File: src/rtl/processing_unit_multi_context.sv
// Union-find decoding PE with an on-chip store of NUM_CONTEXTS lattice-layer contexts.
// Optional macro PE_CTX_PARITY_EN adds a per-slot even-parity bit and a sticky ctx_parity_error output.
module processing_unit_multi_context #(
    parameter int ADDRESS_WIDTH  = 6,
    parameter int NEIGHBOR_COUNT = 6,
    parameter int NUM_CONTEXTS   = 4,
    parameter int STAGE_WIDTH    = 3,
    localparam int CW = $clog2((NUM_CONTEXTS > 1) ? NUM_CONTEXTS : 2),
    localparam int FW = ADDRESS_WIDTH + 3
) (
    input  logic                           clk,
    input  logic                           reset,
    input  logic                           measurement,
    output logic                           measurement_out,
    input  logic [STAGE_WIDTH-1:0]         global_stage,
    input  logic [NEIGHBOR_COUNT-1:0]      neighbor_fully_grown,
    input  logic [NEIGHBOR_COUNT-1:0]      neighbor_is_boundary,
    output logic                           neighbor_increase,
    output logic [NEIGHBOR_COUNT-1:0]      neighbor_is_error,
    input  logic [ADDRESS_WIDTH-1:0]       input_address,
    input  logic [NEIGHBOR_COUNT*FW-1:0]   input_data,
    output logic [NEIGHBOR_COUNT*FW-1:0]   output_data,
    output logic [ADDRESS_WIDTH-1:0]       root,
    output logic                           odd,
    output logic                           busy,
`ifdef PE_CTX_PARITY_EN
    output logic                           ctx_parity_error,
`endif
    output logic [CW-1:0]                  context_id
);
    localparam logic [STAGE_WIDTH-1:0] STAGE_IDLE         = STAGE_WIDTH'(0);
    localparam logic [STAGE_WIDTH-1:0] STAGE_MEAS_LOADING = STAGE_WIDTH'(1);
    localparam logic [STAGE_WIDTH-1:0] STAGE_GROW         = STAGE_WIDTH'(2);
    localparam logic [STAGE_WIDTH-1:0] STAGE_MERGE        = STAGE_WIDTH'(3);
    localparam logic [STAGE_WIDTH-1:0] STAGE_PEELING      = STAGE_WIDTH'(4);
    localparam logic [STAGE_WIDTH-1:0] STAGE_RESET_ROOTS  = STAGE_WIDTH'(5);
    localparam logic [STAGE_WIDTH-1:0] STAGE_WRITE_TO_MEM = STAGE_WIDTH'(6);

    localparam int LW = ADDRESS_WIDTH + NEIGHBOR_COUNT + 3;
`ifdef PE_CTX_PARITY_EN
    localparam int SW = LW + 1;
`else
    localparam int SW = LW;
`endif

    logic [STAGE_WIDTH-1:0]    stage_p0, last_stage_p1;
    logic                      m, cluster_parity;
    logic [NEIGHBOR_COUNT-1:0] parent_vector;
    logic [NUM_CONTEXTS-1:0]   slot_valid;
    logic [SW-1:0]             slot_mem [NUM_CONTEXTS];

    logic [ADDRESS_WIDTH-1:0]  nb_root [NEIGHBOR_COUNT];
    logic [NEIGHBOR_COUNT-1:0] nb_parent, nb_odd, nb_par;
    logic [ADDRESS_WIDTH-1:0]  root_mod, cand, merge_root;
    logic [NEIGHBOR_COUNT-1:0] candvec, merge_pv, border;
    logic                      cand_found, next_par, merge_odd, merge_busy, any_boundary;
    logic [CW-1:0]             nxt;
    logic [LW-1:0]             live_word, rd_live;
    logic [SW-1:0]             save_word, rd_word;

    always_comb begin
        for (int i = 0; i < NEIGHBOR_COUNT; i++) begin
            nb_root[i]   = input_data[i*FW +: ADDRESS_WIDTH];
            nb_parent[i] = input_data[i*FW + ADDRESS_WIDTH];
            nb_odd[i]    = input_data[i*FW + ADDRESS_WIDTH + 1];
            nb_par[i]    = input_data[i*FW + ADDRESS_WIDTH + 2];
            output_data[i*FW +: FW] = {cluster_parity, odd, parent_vector[i], root};
        end
    end

    // Merge decision: smallest grown non-boundary neighbour root wins, ties to lowest link
    always_comb begin
        any_boundary = |neighbor_is_boundary;
        root_mod     = any_boundary ? {1'b0, input_address[ADDRESS_WIDTH-2:0]} : root;
        cand_found   = 1'b0;
        cand         = '1;
        candvec      = '0;
        for (int i = 0; i < NEIGHBOR_COUNT; i++) begin
            if (neighbor_fully_grown[i] && !neighbor_is_boundary[i] && (!cand_found || nb_root[i] < cand)) begin
                cand       = nb_root[i];
                candvec    = '0;
                candvec[i] = 1'b1;
                cand_found = 1'b1;
            end
        end
        next_par = (^(nb_parent & nb_par)) ^ m;
        if (cand_found && cand < root && cand < root_mod) begin
            merge_root = cand;
            merge_pv   = candvec;
        end else if (root_mod < root) begin
            merge_root = root_mod;
            merge_pv   = '0;
        end else begin
            merge_root = root;
            merge_pv   = parent_vector;
        end
        merge_odd  = (|merge_pv) ? |(merge_pv & nb_odd) : (next_par & ~any_boundary);
        merge_busy = (merge_root != root) || (merge_pv != parent_vector) ||
                     (next_par != cluster_parity) || (merge_odd != odd);
    end

    always_comb begin
        border = '0;
        for (int i = 0; i < NEIGHBOR_COUNT; i++) begin
            if (neighbor_is_boundary[i]) begin
                border    = '0;
                border[i] = 1'b1;
            end
        end
        if (parent_vector != '0 || !next_par) border = '0;
        neighbor_is_error = '0;
        if (stage_p0 == STAGE_PEELING)
            neighbor_is_error = (cluster_parity ? parent_vector : '0) | border;
        neighbor_increase = (stage_p0 == STAGE_GROW && last_stage_p1 != STAGE_GROW) ? odd : 1'b0;
        measurement_out   = m;
    end

    always_comb begin
        nxt       = (context_id == CW'(NUM_CONTEXTS - 1)) ? '0 : context_id + CW'(1);
        live_word = {cluster_parity, parent_vector, root, odd, m};
`ifdef PE_CTX_PARITY_EN
        save_word = {^live_word, live_word};
`else
        save_word = live_word;
`endif
        rd_word   = slot_mem[nxt];
        rd_live   = rd_word[LW-1:0];
    end

    // Context store: data array carries no reset, only the valid bits do
    always_ff @(posedge clk) begin
        if (!reset && stage_p0 == STAGE_WRITE_TO_MEM)
            slot_mem[context_id] <= save_word;
    end

    always_ff @(posedge clk) begin
        if (reset) begin
            stage_p0       <= STAGE_IDLE;
            last_stage_p1  <= STAGE_IDLE;
            m              <= 1'b0;
            odd            <= 1'b0;
            cluster_parity <= 1'b0;
            busy           <= 1'b0;
            parent_vector  <= '0;
            root           <= input_address;
            context_id     <= '0;
            slot_valid     <= '0;
`ifdef PE_CTX_PARITY_EN
            ctx_parity_error <= 1'b0;
`endif
        end else begin
            stage_p0      <= global_stage;
            last_stage_p1 <= stage_p0;
            case (stage_p0)
                STAGE_MEAS_LOADING: begin
                    m              <= measurement;
                    odd            <= measurement;
                    cluster_parity <= measurement;
                    root           <= input_address;
                    parent_vector  <= '0;
                end
                STAGE_MERGE: begin
                    root           <= merge_root;
                    parent_vector  <= merge_pv;
                    cluster_parity <= next_par;
                    odd            <= merge_odd;
                    busy           <= merge_busy;
                end
                STAGE_RESET_ROOTS: begin
                    root          <= input_address;
                    parent_vector <= '0;
                end
                STAGE_WRITE_TO_MEM: begin
                    slot_valid[context_id] <= 1'b1;
                    if (NUM_CONTEXTS > 1) begin
                        context_id <= nxt;
                        if (slot_valid[nxt]) begin
                            {cluster_parity, parent_vector, root, odd, m} <= rd_live;
`ifdef PE_CTX_PARITY_EN
                            if (^rd_word) ctx_parity_error <= 1'b1;
`endif
                        end else begin
                            cluster_parity <= 1'b0;
                            parent_vector  <= '0;
                            root           <= input_address;
                            odd            <= 1'b0;
                            m              <= 1'b0;
                        end
                    end
                end
                default: ;
            endcase
        end
    end
endmodule
File: config.mk
export PLATFORM = sky130hd
export DESIGN_NAME = processing_unit_multi_context
export DESIGN_NICKNAME = d
export VERILOG_FILES = /design/src/rtl/processing_unit_multi_context.sv
export SDC_FILE = /design/constraint.sdc
export NUM_CORES = 1
export LEC_CHECK = 0
export ABC_AREA = 1
export ABC_CLOCK_PERIOD_IN_PS = 9600
export CAP_MARGIN = 20
export CORE_MARGIN = 1.5
export CORE_UTILIZATION = 47
export CTS_BUF_LIST = sky130_fd_sc_hd__clkbuf_4 sky130_fd_sc_hd__clkbuf_8 sky130_fd_sc_hd__clkbuf_16
export CTS_CLUSTER_DIAMETER = 40
export CTS_CLUSTER_SIZE = 40
export DETAILED_ROUTE_END_ITERATION = 7
export PLACE_DENSITY = 0.75
export REMOVE_ABC_BUFFERS = 1
export SYNTH_ARGS = -nofsm -noshare
export SYNTH_HDL_FRONTEND = slang
export SYNTH_SLANG_ARGS = --single-unit
File: constraint.sdc
create_clock -name clk -period 9.6 [get_ports clk]
set_input_delay 1.92 -clock clk [delete_from_list [all_inputs] [get_ports clk]]
set_output_delay 1.92 -clock clk [all_outputs]
set_load 0.01 [all_outputs]
==> metrics.md <==
| Metric | Value |
|---|---|
| Number of synthesized flops with an enable pin | 66 |
| Clk_skew | 0.003638 ns |
| Vias in the first global route | 6143 |
| Sw Share | 32.22% |
| First-pass GRT wire length | 29000 um |
| Final GP Congestion | 0.9275 |
| Clock tree buffer depth | 2 |
| Distinct cell type count after synthesis | 45 |
| Final setup viols | 0 |
| Status | complete, no violations |
| Clock transition at the registers of the reported paths | 0.06 ns |
| Syn avg cell area | 7.391 um2 |
| Largest stage delay, worst path | 0.32 ns |
| Crit path DAT | 9.43 ns |
| Final nets | 1182 |
| Reg power frac | 35.1% |
| Vias per cell | 5.273 |
| Post-synthesis register bit count | 88 |
| Count leader, synth | nand2_1 |
| Worst skew pair latency | 0.34 ns |
| Max Slew Vio Count | 0 |
| Ports | 150 |
| Comb power frac | 37.9% |
| Die Height | 121.5 um |
| ANT cells | 0 |
| Post-Syn Area | 6600 um2 |
| Share of cells above drive strength 1 | 18.53% |
| GRT Total Usage | 24.86% |
| Layout area overhead | 38.96% |
| Final non-filler cell area | 9171 um2 |
| Most used cell along the critical path | nand2_1 |
| Final Hold Viols | 0 |
| Pwr per Cell Area | 139.6 nW/um2 |
| Slew headroom | 34.79% |
| Clock root buffer | clkbuf_16 |
| Crit end category | register |
| CTS tree | done |
| Detailed Route Iter0 Violations | 604 |
| Setup TNS | 0 ns |
| Hpwl dp | 13750 um |
| CP required | 9.83 ns |
| Commonest cells in the netlist | 182 x nand2_1, 111 x nor2_1, 105 x inv_1 |
| Sw power | 412.5 uW |
| Post-layout minimum cycle time | 9.198 ns |
| Die X | 121.5 um |
| Crit-path max FO | 8 |
| Leakage | 0.003998 uW |
| Top FF cell, synth | edfxtp_1 |
| Clock power share | 27.0% |
| Fmax | 108.7 MHz |
| Die area | 14760 um2 |
| Sequential-to-total area share from yosys stat | 36.70% |
| Yosys Warn Count | 0 |
| Core ar. | 13770 um2 |
| DRC Markers | 0 |
| Slowest CP cell | ha_1 |
| Post-route ant nets | 0 |
| Final wirelength | 18870 um |
| Vias | 6612 |
| P_int | 867.7 uW |
| Synth area leaders | edfxtp_1 30%, nand2_1 10%, dfxtp_1 6.7% |
| Yosys top cell by area | edfxtp_1 |
| Total gr overflow | 0 |
| VDD IR-drop max | 0.00009940 V |
| Port Buffers | 149 |
| Hold WC Path Type | reg -> reg |
| Asr flop ratio synth | 0% |
| Setup crit start kind | input port |
| Sinks on the clock net | 88 |
| Syn Inst Count | 893 |
| Site Rows | 43 |
| MaxCap Viol Count | 0 |
| H-tree depth | 3 |
| TritonCTS buffer count | 9 |
| Worst slew pin tran | 0.9745 ns |
| WL/cell | 15.05 um |
| Synth top area share | 30.03% |
| WS Path Type | in -> reg |
| Final cycle utilization of the critical path | 95.82% |
| Initial antenna violation count | 0 |
| Initial core utilization | 47.92% |
| Placed standard-cell area | 8413 um2 |
| Drt pass-1 iters | 7 |
| Largest net degree at the start of global routing | 34 |
[registers in the layout (all words and copies together), names as in the netlist]
signal and flops:
slot_mem 60, parent_vector 6, root 6, slot_valid 4, last_stage_p1 3, stage_p0 3, context_id 2, busy 1
cluster_parity 1, measurement_out 1, odd 1
[cells by family (layout without fill, tap and decap cells)]
kind of cell	after synthesis	after routing	share of synthesized area, %
simple gates	424	426	28.49
flops	88	88	36.70
buf+inv	186	365	13.80
fa+ha+maj	35	35	6.635
compound gates	154	154	13.57
xor+xnor	6	6	0.7964
[worst max-delay path, delay by kind of cell]
kind	cells	cell delay (ns)
simple gates	43	3.63
fa+ha+maj	6	1.62
compound gates	12	1.39
buf+inv	8	0.86
[layout make-up]
cell class              count  area, um2
inverters                 111      421.7
repair buffers            238       2217
flip-flops and latches     88       2422
clock inverters             6      58.81
clock buffers              10      239.0
fillers                  1213       4602
multi-input cells         621       3587
well taps                 180      225.2
[per-layer routing]
metal	track usage [%]	vias to the layer above	part of all wire, %
met5	0	-	0
met3	3.524	35	5.8
met4	8.971	0	2.0
met2	44.14	250	52
li1	-	3307	-
met1	30.70	3020	40
[layout by cell type (no fill, tap or decap), types with 3 or more instances in the layout]
master           netlist  routed
nand3b_1               8       8
nand2_1              182     169
buf_6                  3       6
a21oi_1               34      29
inv_2                  5       4
xnor2_1                3       3
nor2_4                 1       4
ha_4                   0       6
xor2_1                 3       3
o21ai_1                2       4
a31oi_1                6       6
o21ai_0               77      61
o21bai_1               4       4
nor3_1                 4       4
nor2_2                 3       9
nand3_1               67      63
nand2_2               16      24
clkinv_2               0       4
buf_4                 50      82
clkbuf_16              0       9
nand2_4                1       6
a221oi_1               8       7
clkdlybuf4s50_1        0     140
dlymetal6s2s_1         0       9
nand4_1               19      19
nand3_2                4       9
edfxtp_1              66      66
o22ai_1               10      10
ha_1                  35      29
inv_1                105     104
dfxtp_1               22      22
o221a_2                5       5
o21ai_4                0       3
nor2_1               111     102
o21ai_2                1      12
a21oi_2                0       5
[stage by stage]
stage	util [%]	total power, uW	cells	hold slack, ns	setup slack, ns
after floorplan	-	677.2	818	0.4231	0.2637
after global placement	61.08	885.8	1224	0.4379	-0.3732
after detailed placement	61.08	893.1	1224	0.4760	-0.6022
after CTS	63.44	1239	1241	0.4916	0.004855
after global routing	66.59	1350	1254	0.5227	-0.2330
final	66.59	1280	1254	0.4966	0.4017
[worst paths after layout]
check | end | start | cells past startpoint | slack (ns)
max | busy | neighbor_is_boundary[0] | 69 | 0.40
min | slot_valid[0] | slot_valid[0] | 2 | 0.50
max reg2reg | parent_vector[4] | context_id[0] | 10 | 5.99
min reg2reg | slot_valid[0] | slot_valid[0] | 2 | 0.50
[power groups by stage]
stage | combinational (uW) | clock [uW] | sequential (uW)
global route | 536 | 362 | 452
global placement | 429 | 0 | 456
CTS | 443 | 346 | 449
detailed placement | 436 | 0 | 458
floorplan | 210 | 0 | 467
finish | 485 | 345 | 450
[repair_timing]
| item | in CTS | in global routing |
|---|---|---|
| gates resized for setup | 17 | 84 |
| hold buffers | 0 | 0 |
| cloned | 1 | 1 |
| endpoints found under the setup margin | 9 | 14 |
| pin swaps | 4 | 58 |
| setup buffers | 0 | 12 |
Power figures use the tool's default switching activity.
